==> src/rtl/nibble_serial_adder_if.sv <==
// Operand and result handshakes for nibble_serial_adder.
// The sub field exists only with NIBBLE_SERIAL_ADDER_SUB_EN.
interface nibble_serial_adder_if #(
    parameter int NIBBLES = 4
);
    localparam int W = 4 * NIBBLES;

    logic         in_valid;
    logic         in_ready;
    logic [W-1:0] in1;
    logic [W-1:0] in2;
    logic         cin;
`ifdef NIBBLE_SERIAL_ADDER_SUB_EN
    logic         sub;
`endif
    logic         out_valid;
    logic         out_ready;
    logic [W-1:0] sum;
    logic         cout;
    logic         ovf;

    modport master (
        output in_valid, in1, in2, cin,
`ifdef NIBBLE_SERIAL_ADDER_SUB_EN
        output sub,
`endif
        output out_ready,
        input  in_ready, out_valid, sum, cout, ovf
    );

    modport slave (
        input  in_valid, in1, in2, cin,
`ifdef NIBBLE_SERIAL_ADDER_SUB_EN
        input  sub,
`endif
        input  out_ready,
        output in_ready, out_valid, sum, cout, ovf
    );
endinterface

==> src/rtl/nibble_serial_adder.sv <==
// Wide adder built from one 4-bit ripple slice, one nibble per clock.
// Define NIBBLE_SERIAL_ADDER_SUB_EN to add the sub (in1-in2) request.
module RCA_4b (
    input  logic [3:0] a,
    input  logic [3:0] b,
    input  logic       ci,
    output logic [3:0] s,
    output logic       co
);
    logic [4:0] c;

    assign c[0] = ci;
    for (genvar i = 0; i < 4; i++) begin : g_fa
        assign s[i]   = a[i] ^ b[i] ^ c[i];
        assign c[i+1] = (a[i] & b[i]) | (c[i] & (a[i] ^ b[i]));
    end
    assign co = c[4];
endmodule

module nibble_serial_adder #(
    parameter int NIBBLES = 4
) (
    input logic                  clock,
    input logic                  reset,
    nibble_serial_adder_if.slave bus
);
    localparam int W  = 4 * NIBBLES;
    localparam int IW = (NIBBLES > 1) ? $clog2(NIBBLES) : 1;
    localparam logic [IW-1:0] LAST = IW'(NIBBLES - 1);

    typedef enum logic [1:0] {
        IDLE,
        RUN,
        DONE
    } state_t;

    state_t        state_q, state_d;
    logic [W-1:0]  a_q, a_d;
    logic [W-1:0]  b_q, b_d;
    logic [W-1:0]  sum_q, sum_d;
    logic [IW-1:0] idx_q, idx_d;
    logic          carry_q, carry_d;
    logic          cout_q, cout_d;
    logic          ovf_q, ovf_d;

    logic [3:0]    a_nib;
    logic [3:0]    b_nib;
    logic [3:0]    s_nib;
    logic          s_co;

    RCA_4b u_slice (
        .a  (a_nib),
        .b  (b_nib),
        .ci (carry_q),
        .s  (s_nib),
        .co (s_co)
    );

    always_comb begin
        a_nib = '0;
        b_nib = '0;
        for (int i = 0; i < NIBBLES; i++) begin
            if (idx_q == IW'(i)) begin
                a_nib = a_q[4*i +: 4];
                b_nib = b_q[4*i +: 4];
            end
        end
    end

    always_comb begin
        state_d = state_q;
        a_d     = a_q;
        b_d     = b_q;
        sum_d   = sum_q;
        idx_d   = idx_q;
        carry_d = carry_q;
        cout_d  = cout_q;
        ovf_d   = ovf_q;
        unique case (state_q)
            IDLE: begin
                if (bus.in_valid) begin
                    a_d     = bus.in1;
                    b_d     = bus.in2;
                    carry_d = bus.cin;
`ifdef NIBBLE_SERIAL_ADDER_SUB_EN
                    if (bus.sub) begin
                        b_d     = ~bus.in2;
                        carry_d = 1'b1;
                    end
`endif
                    idx_d   = '0;
                    state_d = RUN;
                end
            end
            RUN: begin
                for (int i = 0; i < NIBBLES; i++) begin
                    if (idx_q == IW'(i)) sum_d[4*i +: 4] = s_nib;
                end
                carry_d = s_co;
                if (idx_q == LAST) begin
                    // B is already inverted when subtracting
                    ovf_d   = (a_q[W-1] == b_q[W-1]) &&
                              (s_nib[3] != a_q[W-1]);
                    cout_d  = s_co;
                    state_d = DONE;
                end else begin
                    idx_d = idx_q + 1'b1;
                end
            end
            DONE: begin
                if (bus.out_ready) state_d = IDLE;
            end
            default: state_d = IDLE;
        endcase
    end

    always_ff @(posedge clock) begin
        if (reset) begin
            state_q <= IDLE;
            a_q     <= '0;
            b_q     <= '0;
            sum_q   <= '0;
            idx_q   <= '0;
            carry_q <= 1'b0;
            cout_q  <= 1'b0;
            ovf_q   <= 1'b0;
        end else begin
            state_q <= state_d;
            a_q     <= a_d;
            b_q     <= b_d;
            sum_q   <= sum_d;
            idx_q   <= idx_d;
            carry_q <= carry_d;
            cout_q  <= cout_d;
            ovf_q   <= ovf_d;
        end
    end

    assign bus.in_ready  = (state_q == IDLE) && !reset;
    assign bus.out_valid = (state_q == DONE);
    assign bus.sum       = sum_q;
    assign bus.cout      = cout_q;
    assign bus.ovf       = ovf_q;
endmodule

==> src/flat_wrapper.sv <==
// flat-port wrapper written by rule: the top's interface ports become plain ports
module nibble_serial_adder_flat 
#(
    parameter int NIBBLES = 4
)
  (clock, reset, bus_in_valid, bus_in1, bus_in2, bus_cin, bus_out_ready, bus_in_ready, bus_out_valid, bus_sum, bus_cout, bus_ovf);
  nibble_serial_adder_if #(.NIBBLES(NIBBLES)) bus_i ();
  input logic clock;
  input logic reset;
  input wire logic [$bits(bus_i.in_valid)-1:0] bus_in_valid;
  input wire logic [$bits(bus_i.in1)-1:0] bus_in1;
  input wire logic [$bits(bus_i.in2)-1:0] bus_in2;
  input wire logic [$bits(bus_i.cin)-1:0] bus_cin;
  input wire logic [$bits(bus_i.out_ready)-1:0] bus_out_ready;
  output wire logic [$bits(bus_i.in_ready)-1:0] bus_in_ready;
  output wire logic [$bits(bus_i.out_valid)-1:0] bus_out_valid;
  output wire logic [$bits(bus_i.sum)-1:0] bus_sum;
  output wire logic [$bits(bus_i.cout)-1:0] bus_cout;
  output wire logic [$bits(bus_i.ovf)-1:0] bus_ovf;
  assign bus_i.in_valid = bus_in_valid;
  assign bus_i.in1 = bus_in1;
  assign bus_i.in2 = bus_in2;
  assign bus_i.cin = bus_cin;
  assign bus_i.out_ready = bus_out_ready;
  assign bus_in_ready = bus_i.in_ready;
  assign bus_out_valid = bus_i.out_valid;
  assign bus_sum = bus_i.sum;
  assign bus_cout = bus_i.cout;
  assign bus_ovf = bus_i.ovf;
  nibble_serial_adder #(.NIBBLES(NIBBLES)) u_core (.clock(clock), .reset(reset), .bus(bus_i));
endmodule
==> config.mk <==
export PLATFORM = sky130hd
export DESIGN_NAME = nibble_serial_adder_flat
export DESIGN_NICKNAME = d
export VERILOG_FILES = /design/src/rtl/nibble_serial_adder_if.sv /design/src/rtl/nibble_serial_adder.sv /design/src/flat_wrapper.sv
export SDC_FILE = /design/constraint.sdc
export NUM_CORES = 1
export LEC_CHECK = 0
export ABC_AREA = 1
export CAP_MARGIN = 20
export CORE_UTILIZATION = 45
export CTS_CLUSTER_SIZE = 20
export DETAILED_ROUTE_END_ITERATION = 7
export PLACE_DENSITY_LB_ADDON = 0.15
export SKIP_LAST_GASP = 1
export SYNTH_ARGS = -nofsm -noshare
export SYNTH_HDL_FRONTEND = slang
export SYNTH_HIERARCHICAL = 1
export SYNTH_SLANG_ARGS = --single-unit
==> constraint.sdc <==
create_clock -name clock -period 3.2 [get_ports clock]
set_input_delay 0.32 -clock clock [delete_from_list [all_inputs] [get_ports clock]]
set_output_delay 0.32 -clock clock [all_outputs]
set_load 0.02 [all_outputs]
==> impl_metrics.env, run 1 <==
export IMPL_outcome="complete, no violations"
export IMPL_p_leak_uw=0.00144
export IMPL_hpwlAfterDp_um=4230
export IMPL_pwr_share_seq=0.503
export IMPL_fmax_mhz=329
export IMPL_switching_share=0.304
export IMPL_die_area_um2=5800
export IMPL_start_util=0.475
export IMPL_drv_cap=0
export IMPL_place_gp_congestion=0.900
export IMPL_ys_ff_latch=55
export IMPL_port_buffers=56
export IMPL_synth_cell_types=20
export IMPL_clock_sinks=55
export IMPL_power_density_nw_per_um2=464
export IMPL_grt_usage=0.214
export IMPL_antenna_found_initial=0
export IMPL_critPathCaptureType="flop"
export IMPL_p_comb_frac=0.252
export IMPL_numCtsBuffers=5
export IMPL_grt_pass1_wl_um=9860
export IMPL_final_antenna_net_count=0
export IMPL_slew_headroom=0.554
export IMPL_switchingPower_uw=465
export IMPL_r2r_start="u_core/idx_q[1]"
export IMPL_synth_top_area_cell="dfxtp_1"
export IMPL_grt_overflow=0
export IMPL_crit_type="reg2reg"
export IMPL_drc_errors=0
export IMPL_hold_start="u_core/b_q[11]"
export IMPL_r2r_cells=19
export IMPL_syn_area_um2=2470
export IMPL_cts_clk_slew_worst_paths_ps=90
export IMPL_crit_path_start_kind="flop"
export IMPL_slew_violations=0
export IMPL_grt_pass1_vias=2209
export IMPL_critPathLaunch="u_core/idx_q[1]"
export IMPL_die_h_um=76.1
export IMPL_drive_gt1_frac=0.105
export IMPL_n_antenna_cell=0
export IMPL_placed_cell_area_um2=3130
export IMPL_hold_viol_final=0
export IMPL_worstSetupEndpoint="u_core/bus.ovf"
export IMPL_crit_arrival_ps=3260
export IMPL_ys_seq_area_frac=0.445
export IMPL_area_growth_pct=33.1
export IMPL_pwr_share_clk=0.245
export IMPL_routed_via_density=4.89
export IMPL_dr_pass1_iters=4
export IMPL_tritoncts="built"
export IMPL_rrSetupSlack_ps=160
export IMPL_nNetsFinal=455
export IMPL_power_internal_uw=1060
export IMPL_final_area_um2=3290
export IMPL_cts_hold_buf=0
export IMPL_post_drt_wl_per_cell_um=12.0
export IMPL_grt_max_degree=36
export IMPL_vias=2352
export IMPL_path_max_fanout=7
export IMPL_syn_num_nets=391
export IMPL_fin_crit_ps=3040
export IMPL_ios=57
export IMPL_core_area_um2=5200
export IMPL_vdd_drop_max_mv=0.307
export IMPL_finalCritPeriodShare=0.950
export IMPL_yosys_warnings=6
export IMPL_r2r_end="u_core/bus.ovf"
export IMPL_finClkSkew_ps=6.02
export IMPL_syn_instance_count=346
export IMPL_dieWidth_um=76.1
export IMPL_synth_top_cell_area_share=0.445
export IMPL_cts_root_buf="clkbuf_8"
export IMPL_tightest_slew_ps=668
export IMPL_min_path_type="reg2reg"
export IMPL_synthTopCellsByArea="dfxtp_1 (45%), nor2_1 (17%), o21ai_0 (10%)"
export IMPL_power_uw=1530
export IMPL_clock_latency_ps=310
export IMPL_clock_path_buffers=2
export IMPL_finalSetupViolations=0
export IMPL_required_ps=3420
export IMPL_num_rows=26
export IMPL_cts_max_level=2
export IMPL_drt_iter0_drc=121
export IMPL_avgSynthCellArea_um2=7.15
export IMPL_drt_total_wl_um=5760
power by group through the flow:
stage,Combinational (uW),Clock [uW],Sequential [uW]
global placement,358,0,780
CTS,375,385,767
detailed placement,369,0,782
global route,433,424,775
floorplan,214,0,786
finish,385,375,768
final cells by class:
| cell class | instances | area [um^2] |
|---|---|---|
| Clock buffer | 6 | 72.6 |
| Clock inverter | 2 | 12.5 |
| Fill cell | 504 | 1910 |
| Inverter | 31 | 125 |
| Multi-Input combinational cell | 245 | 1200 |
| Sequential cell | 55 | 1110 |
| Tap cell | 70 | 87.6 |
| Timing Repair Buffer | 72 | 681 |
critical path: stages, from the launching register on:
cell	delay [ps]
dfxtp_4	380
inv_4	70
ha_4	170
clkinvlp_4	100
nand3_1	70
a21o_1	110
nand2_1	70
fa_1	410
inv_1	80
fa_1	160
inv_1	50
fa_1	360
inv_1	80
fa_1	420
inv_2	90
inv_1	40
nand3_1	60
o21ai_0	90
nor2_1	90
nor2_1	40
cells in the final DEF, fill, tap and decap left out:
cell type / netlist / final
clkbuf_1: 7 / 1
ha_2: 0 / 1
clkinv_2: 0 / 1
inv_1: 27 / 23
nor2_2: 4 / 4
nand3_1: 13 / 13
fa_1: 4 / 4
inv_4: 0 / 2
dfxtp_4: 0 / 2
nand2_2: 1 / 1
dfxtp_1: 55 / 53
nor2_1: 114 / 114
ha_4: 0 / 2
clkinvlp_4: 0 / 2
clkbuf_8: 0 / 5
a21oi_1: 11 / 11
inv_2: 3 / 5
a21o_1: 7 / 7
ha_1: 4 / 1
o21ai_1: 8 / 10
nand2_1: 26 / 26
o21ai_0: 51 / 49
buf_4: 5 / 16
nand2_4: 1 / 1
clkdlybuf4s50_1: 0 / 56
nor2_4: 1 / 1
through the flow:
step | hold slack, ps | util | setup TNS, ps | std cells | setup WS [ps]
2_1_floorplan | 389 | - | 0 | 346 | 104
3_3_place_gp | 466 | 0.602 | 0 | 469 | 130
3_5_place_dp | 471 | 0.602 | -99.8 | 469 | -99.8
4_1_cts | 492 | 0.624 | 0 | 477 | 8.64
5_1_grt | 517 | 0.632 | -26.8 | 481 | -26.8
6_report | 488 | 0.632 | 0 | 481 | 159
registers in the layout, indices dropped and copies added (netlist names):
register	count
u_core/bus.cout	1
u_core/bus.ovf	1
u_core/state_q	2
u_core/carry_q	1
u_core/bus.sum	16
u_core/b_q	16
u_core/idx_q	2
u_core/a_q	16
layer usage:
metal  routed length [um]  track usage
met3                  257       0.0587
met2                 2740        0.365
met1                 2680        0.267
met4                   72       0.0577
met5                    0            0
Yosys cell counts (all sizes together):
| library cell | number |
|---|---|
| dfxtp | 55 |
| inv | 30 |
| a21o | 7 |
| o21ai | 59 |
| fa | 4 |
| ha | 4 |
| nor2 | 119 |
| buf | 8 |
| a21oi | 11 |
| clkbuf | 7 |
| nand2 | 28 |
| clkinv | 1 |
| nand3 | 13 |
how the worst min path moves through the flow:
stage | endpoint | slack [ps] | cells past startpoint
after CTS | u_core/b_q[11] | 490 | 2
after global routing | u_core/b_q[11] | 520 | 2
after global placement | u_core/b_q[11] | 470 | 2
after detailed placement | u_core/b_q[11] | 470 | 2
after floorplan | u_core/state_q[1] | 390 | 1
final | u_core/b_q[11] | 490 | 2
repair_timing:
item / in CTS / in global routing
hold endpoints to repair: 0 / 0
gates resized for setup: 6 / 12
setup buffers: 0 / 4
endpoints found under the setup margin: 5 / 5
pin swaps: 0 / 0
logic make-up (layout without fill, tap and decap cells):
group / count (synthesis) / count (layout) / share of synthesized area
AND/OR/NAND/NOR: 160 / 160 / 0.260
AO/OA/AOI/OAI: 77 / 77 / 0.163
flip-flops: 55 / 55 / 0.445
buffers and inverters: 46 / 111 / 0.0789
adder cells (fa/ha/maj): 8 / 8 / 0.0526
Note: power is estimated with default switching activity, not from simulation.
==> inputs of run 2 (changes only) <==
- GPL_TIMING_DRIVEN: default -> 0
- SETUP_SLACK_MARGIN: default -> 0.05
==> run 2 against run 1 <==
Effect of this change:
- count of clock-buffer cells in the layout is the same
- first-iteration DRC count down 8.3%
- sequential power about the same
- largest cell class unchanged
- fmax grew 2.9%
- combinational power is 9.4% higher
- die area did not move
==> impl_metrics.env, run 2 (synthesis gave the netlist of run 1 again) <==
export IMPL_gr_usage_met2=0.405
export IMPL_required_ps=3400
export IMPL_max_stage_delay_ps=410
export IMPL_worst_slack_ps=245
export IMPL_fmax_mhz=338
export IMPL_pre_cts_ws_ps=-356
export IMPL_grt_busiest_layer="met2"
export IMPL_fin_util=0.663
export IMPL_finalSetupViolations=0
export IMPL_nFillCells=498
export IMPL_grt_pass1_vias=2262
export IMPL_hpwlAfterDp_um=4340
export IMPL_setup_tns_ps=0
export IMPL_ios=57
export IMPL_hold_viol_final=0
export IMPL_final_common_cell="nor2_1"
export IMPL_fin_crit_ps=2960
export IMPL_post_drt_wl_per_cell_um=12.6
export IMPL_grt_pass1_wl_um=10400
export IMPL_critPathCaptureType="flop"
export IMPL_numCtsBuffers=5
export IMPL_layout_common_cells="nor2_1 (114), clkdlybuf4s50_1 (56), dfxtp_1 (53), o21ai_0 (47), nand2_1 (23)"
export IMPL_cts_max_level=2
export IMPL_port_buffers=56
export IMPL_power_density_nw_per_um2=470
export IMPL_slew_headroom=0.677
export IMPL_core_area_um2=5200
export IMPL_antenna_found_initial=0
export IMPL_nNetsFinal=468
export IMPL_dr_pass1_iters=5
export IMPL_vdd_drop_max_mv=0.244
export IMPL_drive_gt1_frac=0.151
export IMPL_finalCritPeriodShare=0.923
export IMPL_clock_path_buffers=2
export IMPL_crit_path_start_kind="flop"
export IMPL_met1_usage=0.271
export IMPL_crit_arrival_ps=3150
export IMPL_num_rows=26
export IMPL_rsz0062_at_grt="false"
export IMPL_cts_root_buf="clkbuf_8"
export IMPL_tritoncts="built"
export IMPL_drt_iter0_drc=111
export IMPL_min_path_type="reg2reg"
export IMPL_grt_usage=0.225
export IMPL_path_buf_inv=7
export IMPL_tightest_slew_ps=485
export IMPL_routed_via_density=4.86
export IMPL_crit_type="reg2reg"
export IMPL_start_util=0.475
export IMPL_die_h_um=76.1
export IMPL_crit_slowest_cell="fa_1"
export IMPL_cts_hold_buf=0
export IMPL_outcome="complete, no violations"
export IMPL_path_max_fanout=4
export IMPL_finClkSkew_ps=4.82
export IMPL_vias=2398
export IMPL_grt_overflow=0
export IMPL_n_antenna_cell=0
export IMPL_place_gp_congestion=0.796
export IMPL_drt_total_wl_um=6230
export IMPL_die_area_um2=5800
export IMPL_power_uw=1620
export IMPL_dieWidth_um=76.1
export IMPL_p_leak_uw=0.00149
export IMPL_clock_latency_ps=300
export IMPL_final_antenna_net_count=0
export IMPL_cp_cell_sequence="inv_4 -> ha_4 -> clkinvlp_4 -> o21ai_2 -> a21o_1 -> nand2_2 -> fa_2 -> inv_2 -> fa_1 -> inv_1 -> fa_2 -> inv_2 -> fa_1 -> inv_2 -> inv_1 -> nand3_1 -> o21ai_1 -> nor2_1 -> nor2_1"
export IMPL_path_common_cell="inv_2"
export IMPL_placed_cell_area_um2=3120
export IMPL_final_area_um2=3450
export IMPL_grt_max_degree=16
export IMPL_clock_sinks=55
export IMPL_slew_violations=0
export IMPL_gr_usage_met3=0.0419
export IMPL_cts_clk_slew_worst_paths_ps=90
export IMPL_area_growth_pct=39.5
export IMPL_cp_top_family="adder cells"
export IMPL_drc_errors=0
export IMPL_drv_cap=0
==> run 2: path summary, 6_finish.rpt <==
check | cells after the start | to | slack [ps] | startpoint
setup / recovery | 19 | u_core/bus.ovf | 240 | u_core/idx_q[0]
hold / removal | 2 | u_core/b_q[10] | 490 | u_core/b_q[10]
setup reg to reg | 19 | u_core/bus.ovf | 240 | u_core/idx_q[0]
hold reg to reg | 2 | u_core/b_q[10] | 490 | u_core/b_q[10]
==> run 2: area by class of cell <==
cell class / instances / area [um^2] / area share
multi-input cells: 245 / 1240 / 0.361
flip-flops and latches: 55 / 1110 / 0.321
repair buffers: 71 / 681 / 0.197
inverters: 31 / 141 / 0.0410
well taps: 70 / 87.6 / 0.0254
plain buffers: 13 / 78.8 / 0.0229
clock buffers: 6 / 72.6 / 0.0210
clock inverters: 1 / 30.0 / 0.00871
repair inverters: 1 / 5.00 / 0.00145
==> run 2: what timing repair did <==
action                     4_1_cts  5_1_grt
pin swaps                        3       10
setup endpoints to repair        5        5
gates resized for setup         14       32
setup buffers                    9        6
cloned                           0        1
==> run 2: worst register-to-register path: cells and delay by family (launching register included) <==
kind / cells / cell delay (ps)
AO/OA/AOI/OAI: 3 / 330
buffers and inverters: 7 / 500
flip-flops: 1 / 380
AND/OR/NAND/NOR: 4 / 250
adder cells (fa/ha/maj): 5 / 1430
==> run 2: where the power goes <==
group | total, uW | internal, uW | switching [uW]
Combinational | 421 | 193 | 227
Clock | 434 | 230 | 204
Sequential | 767 | 734 | 32.8
Total | 1620 | 1160 | 464
==> run 2: metal layers <==
metal / vias up / part of all wire
met3: 8 / 0.046
li1: 1243 / -
met1: 1091 / 0.43
met5: - / 0
met4: 0 / 0.014
met2: 56 / 0.51
==> run 2: per-stage QoR <==
| step | hold slack (ps) | cells |
|---|---|---|
| floorplan | 389 | 346 |
| detailed placement | 474 | 472 |
| global route | 516 | 493 |
| global placement | 463 | 472 |
| finish | 493 | 493 |
| CTS | 496 | 487 |
